[config.mk]
export PLATFORM = sky130hd
export DESIGN_NAME = i2c_codec_responder
export DESIGN_NICKNAME = d
export VERILOG_FILES = /design/src/rtl/i2c_codec_responder.sv
export SDC_FILE = /design/constraint.sdc
export NUM_CORES = 1
export LEC_CHECK = 0
export ABC_AREA = 1
export CORE_ASPECT_RATIO = 0.5
export CORE_MARGIN = 2
export CORE_UTILIZATION = 43
export CTS_CLUSTER_SIZE = 12
export DETAILED_ROUTE_END_ITERATION = 6
export RECOVER_POWER = 100
export SYNTH_ARGS = -nofsm -noshare
export SYNTH_HDL_FRONTEND = slang
export SYNTH_SLANG_ARGS = --single-unit
[constraint.sdc]
create_clock -name i_clk -period 3.2 [get_ports i_clk]
set_clock_uncertainty 0.2 [all_clocks]
set_input_delay 0.64 -clock i_clk [delete_from_list [all_inputs] [get_ports i_clk]]
set_output_delay 0.64 -clock i_clk [all_outputs]
set_load 0.02 [all_outputs]
[src/rtl/i2c_codec_responder.sv]
// I2C write-only target modelling the WM8731 control port. It decodes
// START, device address, {reg[6:0],data[8]} and data[7:0], ACKs valid bytes,
// and commits each complete frame into a 9-bit register file.
module i2c_codec_responder #(
  parameter logic [6:0] DEV_ADDR    = 7'b0011010,
  parameter int         NUM_REGS    = 16,
  parameter int         SYNC_STAGES = 2
) (
  input  logic       i_clk,
  input  logic       i_rst,
  input  logic       i_sclk,
  input  logic       i_sdat,
  output logic       o_sdat,
  output logic       o_oen,
  output logic       o_wr_valid,
  output logic [6:0] o_wr_addr,
  output logic [8:0] o_wr_data,
  input  logic [6:0] i_rd_addr,
  output logic [8:0] o_rd_data,
  output logic       o_busy,
  output logic [7:0] o_wr_count,
  output logic       o_nack_seen
);

  localparam int         LP_AW  = (NUM_REGS > 1) ? $clog2(NUM_REGS) : 1;
  localparam logic [7:0] LP_NUM = 8'(NUM_REGS);

  typedef enum logic [3:0] {
    S_IDLE, S_ADDR, S_ACK_A, S_REG, S_ACK_R, S_DATA, S_ACK_D, S_WAIT_STOP, S_IGNORE
  } state_t;

  logic [SYNC_STAGES-1:0] r_sclSync, r_sdaSync;
  logic                   r_sclPrev, r_sdaPrev;
  state_t                 r_state, w_nState;
  logic [3:0]             r_bitCnt, w_nBitCnt;
  logic [7:0]             r_shift, w_nShift;
  logic [6:0]             r_regAddr, w_nRegAddr;
  logic                   r_data8, w_nData8;
  logic                   r_oen, w_nOen;
  logic                   r_busy, w_nBusy;
  logic                   r_nackSeen, w_nNack;
  logic                   w_commit;
  logic                   r_wrValid;
  logic [6:0]             r_wrAddr;
  logic [8:0]             r_wrData;
  logic [7:0]             r_wrCount;
  logic [8:0]             r_regs [NUM_REGS];
  logic [8:0]             w_rdData;

  logic w_scl, w_sda, w_sclRise, w_sclFall, w_start, w_stop;

  assign w_scl     = r_sclSync[SYNC_STAGES-1];
  assign w_sda     = r_sdaSync[SYNC_STAGES-1];
  assign w_sclRise = w_scl & ~r_sclPrev;
  assign w_sclFall = ~w_scl & r_sclPrev;
  assign w_start   = w_scl & r_sclPrev & ~w_sda & r_sdaPrev;
  assign w_stop    = w_scl & r_sclPrev & w_sda & ~r_sdaPrev;

  // Synchronise the asynchronous bus lines; reset to 1 so an idle bus shows no edges.
  always_ff @(posedge i_clk) begin
    if (i_rst) begin
      r_sclSync <= '1;
      r_sdaSync <= '1;
      r_sclPrev <= 1'b1;
      r_sdaPrev <= 1'b1;
    end else begin
      r_sclSync <= {r_sclSync[SYNC_STAGES-2:0], i_sclk};
      r_sdaSync <= {r_sdaSync[SYNC_STAGES-2:0], i_sdat};
      r_sclPrev <= w_scl;
      r_sdaPrev <= w_sda;
    end
  end

  // Frame decoder: START/STOP override everything, bits shift in on SCL rise,
  // byte decisions and ACK release happen on SCL fall.
  always_comb begin
    w_nState   = r_state;
    w_nBitCnt  = r_bitCnt;
    w_nShift   = r_shift;
    w_nRegAddr = r_regAddr;
    w_nData8   = r_data8;
    w_nOen     = r_oen;
    w_nBusy    = r_busy;
    w_nNack    = r_nackSeen;
    w_commit   = 1'b0;
    if (w_stop) begin
      w_nState  = S_IDLE;
      w_nBusy   = 1'b0;
      w_nOen    = 1'b0;
      w_nBitCnt = '0;
    end else if (w_start) begin
      w_nState  = S_ADDR;
      w_nBusy   = 1'b1;
      w_nOen    = 1'b0;
      w_nBitCnt = '0;
    end else begin
      case (r_state)
        S_ADDR, S_REG, S_DATA: begin
          if (w_sclRise) begin
            w_nShift  = {r_shift[6:0], w_sda};
            w_nBitCnt = r_bitCnt + 4'd1;
          end else if (w_sclFall && r_bitCnt == 4'd8) begin
            w_nBitCnt = '0;
            if (r_state == S_ADDR) begin
              if (r_shift == {DEV_ADDR, 1'b0}) begin
                w_nState = S_ACK_A;
                w_nOen   = 1'b1;
              end else begin
                w_nState = S_IGNORE;
                w_nNack  = 1'b1;
              end
            end else if (r_state == S_REG) begin
              if ({1'b0, r_shift[7:1]} < LP_NUM) begin
                w_nState   = S_ACK_R;
                w_nOen     = 1'b1;
                w_nRegAddr = r_shift[7:1];
                w_nData8   = r_shift[0];
              end else begin
                w_nState = S_IGNORE;
                w_nNack  = 1'b1;
              end
            end else begin
              w_nState = S_ACK_D;
              w_nOen   = 1'b1;
              w_commit = 1'b1;
            end
          end
        end
        S_ACK_A, S_ACK_R, S_ACK_D: begin
          if (w_sclFall) begin
            w_nOen    = 1'b0;
            w_nBitCnt = '0;
            if (r_state == S_ACK_A)      w_nState = S_REG;
            else if (r_state == S_ACK_R) w_nState = S_DATA;
            else                         w_nState = S_WAIT_STOP;
          end
        end
        S_WAIT_STOP: begin
          if (w_sclRise) begin
            w_nBitCnt = r_bitCnt + 4'd1;
          end else if (w_sclFall) begin
            if (r_bitCnt == 4'd8) w_nNack   = 1'b1;
            if (r_bitCnt >= 4'd9) w_nBitCnt = '0;
          end
        end
        default: begin
        end
      endcase
    end
  end

  // Decoder state and frame-tracking registers.
  always_ff @(posedge i_clk) begin
    if (i_rst) begin
      r_state    <= S_IDLE;
      r_bitCnt   <= '0;
      r_shift    <= '0;
      r_regAddr  <= '0;
      r_data8    <= 1'b0;
      r_oen      <= 1'b0;
      r_busy     <= 1'b0;
      r_nackSeen <= 1'b0;
    end else begin
      r_state    <= w_nState;
      r_bitCnt   <= w_nBitCnt;
      r_shift    <= w_nShift;
      r_regAddr  <= w_nRegAddr;
      r_data8    <= w_nData8;
      r_oen      <= w_nOen;
      r_busy     <= w_nBusy;
      r_nackSeen <= w_nNack;
    end
  end

  // Commit a completed frame into the register file and the write-report outputs.
  always_ff @(posedge i_clk) begin
    if (i_rst) begin
      r_wrValid <= 1'b0;
      r_wrAddr  <= '0;
      r_wrData  <= '0;
      r_wrCount <= '0;
      for (int i = 0; i < NUM_REGS; i++) r_regs[i] <= '0;
    end else begin
      r_wrValid <= w_commit;
      if (w_commit) begin
        r_regs[r_regAddr[LP_AW-1:0]] <= {r_data8, r_shift};
        r_wrAddr  <= r_regAddr;
        r_wrData  <= {r_data8, r_shift};
        r_wrCount <= r_wrCount + 8'd1;
      end
    end
  end

  // Combinational read-back; out-of-range addresses read as zero.
  always_comb begin
    w_rdData = '0;
    if ({1'b0, i_rd_addr} < LP_NUM) w_rdData = r_regs[i_rd_addr[LP_AW-1:0]];
  end

  assign o_sdat      = 1'b0;
  assign o_oen       = r_oen;
  assign o_wr_valid  = r_wrValid;
  assign o_wr_addr   = r_wrAddr;
  assign o_wr_data   = r_wrData;
  assign o_rd_data   = w_rdData;
  assign o_busy      = r_busy;
  assign o_wr_count  = r_wrCount;
  assign o_nack_seen = r_nackSeen;

endmodule

Yosys cells after proc, flatten, opt, wreduce, memory -nomap -nowiden:

Memory sizes are Yosys's and may differ from the RTL's.
Cells that the tools add are included.
W data, S select, Z words.

* input bits: 11
* output and inout port bits: 38
* register bits: 58
* memories kept: 1
* logic and storage cells: 133
* memory bits (writable): 144

* reduce and logical (&&, ||, !) cells: 17
* magnitude comparators: 3
* muxes and demuxes: 52
* bitwise operators: 15
* eq/ne operators: 26
* add/sub/neg operators: 2

Memories
* r_regs: words 16, width 9, read ports 1, clocked after memory_dff 0, wr ports 16, line 47 `logic [8:0] r_regs [NUM_REGS];`

Operator list (number)
* $mux W4: 14
* $mux W1: 30
* $ne A3 B3 Y1 const B: 10
* $mux W9: 2
* $eq A4 B3 Y1 const B: 4
* $lt A7 B5 Y1 const B: 2
* $ne A2 B2 Y1 const B: 6
* $pmux W4 S3: 1
* $reduce_and A4 Y1: 3
* $reduce_and A11 Y1: 1
* $reduce_or A3 Y1: 3
* $reduce_or A9 Y1: 1
* $add A8 B1 Y8 const B: 1
* $eq A4 B2 Y1 const B: 2
* $eq A8 B6 Y1 const B: 1
* $not A1 Y1: 8
* $pmux W4 S2: 1
* $reduce_and A8 Y1: 1
* $and A1 B1 Y1: 7
* $reduce_and A6 Y1: 1
* $reduce_bool A3 Y1: 2
* $reduce_and A5 Y1: 1
* $add A4 B1 Y4 const B: 1
* $eq A4 B1 Y1 const B: 1
* 9 further kinds: 11

Longest topological paths before layout:

* word-level depth: 13
* depth in mapped cells: 12
* depth with buffers taken out: 12

Least setup slack after synthesis:

Ideal clock, no wire load.

* kind: input to output
* start: input i_rd_addr[1]
* end: output o_rd_data[3]
* data arrival time: 1897 ps
* stages on the path: 8
* path slack: 463 ps
* path buffers: 2
* data required time: 2360 ps
* cell sequence: buf_2 -> clkinv_1 -> clkbuf_1 -> nor2_1 -> o21ai_0 -> o211ai_1 -> nand3_1 -> a21oi_1

* cells in the longest elaborated chain, start to end: 2
* elaborated cells on any way between the ends: 3
* classes of those cells: order compare: 1; mux: 1; memory: 1

Ends and longest elaborated chain
* start: declaration: line 18 `input logic [6:0] i_rd_addr,`
* $lt A7 B5 Y1 / $mem_v2 Z16 W9 (equally long branches)
* $mux W9 (*): line 197 `if ({1'b0, i_rd_addr} < LP_NUM) w_rdData = r_regs[i_rd_addr[LP_AW-1:0]];`
* end: declaration: line 19 `output logic [8:0] o_rd_data,`

Mark *: on every way between the ends. The rest lies on a longest branch, timed or not.

Worst setup path in the final report:

* start: input i_rd_addr[0]
* end: output o_rd_data[2]

Same word-level chain as after synthesis.

==> out/qor.txt <==
Dpl hpwl: 17200 um
Wire length of the first global-routing pass: 40200 um
Syn Std Cell Area: 9270 um2
WHS: 0.208 ns
Crit path DAT: 2.37 ns
CTS tree: built
CP Cell Sequence: clkbuf_2 -> clkinv_1 -> buf_12 -> o21ai_0 -> o211ai_1 -> nand3_1 -> a21oi_1 -> clkdlybuf4s15_2
Final Non-Filler Cells: 1321
Tcrit/Tclk final: 1.00
Pwr dens: 571 nW/um2
Clock buffer count from CTS: 21
Max Cap Violations: 0
N_diodes: 0
Status: complete, but fails checks
Period minus WS final: 3.21 ns
DIE AREA: 22800 um2
Final Hold Vio Count: 0
Setup Viol. Count Final: 1
Worst-Margin Slew: 0.896 ns
Critical path required time: 2.36 ns
RSZ-0062 raised after global routing: no
Cell taking the most area after synthesis: edfxtp_1
Yosys reg bits: 202
Initial antenna violation count: 0
DR iter-0 viols: 768
Top cell type's share of synthesized area: 0.466
Largest net degree at the start of global routing: 43
Setup Crit Path Kind: input pin to primary output
Type of origin of the critical path: input pin
Finished Core Util: 0.516
Primary FF master, synth: edfxtp_1
Initial Utilization: 0.445
Clk sinks: 202
Via/cell ratio: 5.58
IO Port Bufs: 47
CP max stage delay: 0.59 ns
Worst min-delay path class: flip-flop to flip-flop
Most numerous cell in the Yosys netlist: nor2_1
Insertion delay to the later sink of the worst-skew pair: 0.51 ns
Setup WS post-layout: -0.00910 ns
Critical Path Sink Type: primary output
GPL Wtd Cong: 0.892
Drt wl/cell: 19.8 um
GRT overflow: 0
Slowest cell on the critical path: o21ai_0
# rows: 37
Vias: 7374
Area of the core: 20800 um2
Pleak: 3.90 nW
TNS Setup: -0.00910 ns
Width of the chip: 212 um
Syn_nets: 1010
Syn. warnings: 0
Top post-synthesis cells by count: nor2_1, edfxtp_1, o21ai_0
Pre-antenna DRT Iters: 5
Worst-path maximum fanout: 42
Inst Count DP: 1287
Number of remaining DRC errors: 0
DRT Wirelength: 26200 um
# IOs: 49
H-tree Lvls: 1
Area grow syn2layout: 15.9%
Violated checks: setup timing
Slew Viols, Final: 0
Post-synth ARST share: 0
Die span in y: 108 um
Overall Global Routing Usage: 0.233
Vias in the first global route: 6940
Clock transition at path regs: 0.06 ns
F_max: 0.312 GHz
NumNets Final: 1057
Clk buf depth: 3
Rel. slew slack: 0.399
Worst vdd ir: 653 uV
Largest cells by area after synthesis: edfxtp_1, dfxtp_1, nor2_1
Clock Tree Root: clkbuf_16
Layout cells sized above 1: 0.0868
Gate Count Post-Synth: 991
# hold bufs at CTS: 0
Post-DRT Antenna Nets: 0
Register area share after synthesis: 0.591
Syn Area/Cell: 9.36 um2
EDFF count, synth: 144
Unique masters post-synth: 33
-- through the flow --
| step | setup WS [ns] | instance area (um2) | total power, mW |
|---|---|---|---|
| floorplan | 0.463 | 9270 | 3.67 |
| global placement | -0.557 | 10200 | 3.94 |
| detailed placement | -0.536 | 10200 | 3.96 |
| CTS | 0.0528 | 10800 | 6.17 |
| global route | 0.0119 | 10800 | 6.38 |
| finish | -0.00910 | 10800 | 6.14 |
-- state kept, by name, indices dropped and copies added, names as in the netlist, 2 cells and up --
name	count
r_state	4
r_regs	144
r_sdaSync	2
o_wr_count	8
r_shift	8
r_bitCnt	4
o_wr_addr	7
o_wr_data	9
r_sclSync	2
r_regAddr	7
-- cell usage in the layout, fill, tap and decap left out, types with 2 or more instances in the layout --
cell type        count
inv_1               45
nand3_1             44
nor2_1             229
o21ai_0            113
ha_1                 8
edfxtp_1           144
nor3_1              76
buf_4               29
dfxtp_1             58
nand2_1             81
clkbuf_2             9
a31oi_1              2
nand4_1              3
dlygate4sd3_1       29
clkbuf_16           21
o211ai_1            37
clkdlybuf4s50_1      7
clkinv_1            11
or2_2                4
clkbuf_1            17
buf_12               6
nand4_4              7
clkdlybuf4s15_2      4
xnor2_1              2
o21ai_1              2
inv_2                3
xor2_1               3
a21oi_1             40
-- worst paths after layout --
path	startpoint	endpoint	slack [ns]	cells past startpoint
max	i_rd_addr[0]	o_rd_data[2]	-0.009	8
min	r_sclSync[0]	r_sclSync[1]	0.21	1
max reg2reg	r_bitCnt[0]	r_regs[1][0]	0.22	12
min reg2reg	r_sclSync[0]	r_sclSync[1]	0.21	1
-- final cells by class --
cell class / count / area (um2)
Timing Repair Buffer: 94 / 865
Clock buffer: 31 / 564
Fill cell: 1896 / 10100
Multi-Input combinational cell: 660 / 3260
Clock inverter: 2 / 20.0
Sequential cell: 202 / 5490
Inverter: 59 / 221
Tap cell: 273 / 342
-- per-layer routing --
| metal | up-vias | share of wire | GRT usage |
|---|---|---|---|
| met2 | 298 | 0.46 | 0.377 |
| met3 | 47 | 0.079 | 0.0376 |
| met1 | 3525 | 0.44 | 0.327 |
| met4 | 0 | 0.025 | 0.0614 |
| met5 | - | 0 | 0 |
| li1 | 3504 | - | - |
-- power breakdown --
| group | switching (mW) | internal [mW] | total [mW] |
|---|---|---|---|
| registers | 0.0833 | 2.92 | 3.00 |
| logic | 0.616 | 0.298 | 0.914 |
| clock network | 0.999 | 1.22 | 2.22 |
-- cell families (layout without fill, tap and decap cells) --
kind of cell	Yosys count	count (layout)	share of synthesized area
other	1	1	0.000404
XOR/XNOR	5	5	0.00472
buffers and inverters	129	186	0.0549
flip-flops	202	202	0.591
AND/OR/NAND/NOR	450	450	0.221
adder cells (fa/ha/maj)	8	8	0.0108
AO/OA/AOI/OAI	196	196	0.116
-- critical path: cells and delay by family --
family	cells	cell delay, ns
AO/OA/AOI/OAI	3	0.84
buffers and inverters	4	0.70
AND/OR/NAND/NOR	1	0.15
-- repair_timing --
action,CTS,global route
resized for setup,20,9
gates cloned,1,0
setup endpoints to repair,9,13
pin swaps,0,0
buffers inserted,0,0
hold endpoints to repair,0,0
(Power assumes the default switching activity.)
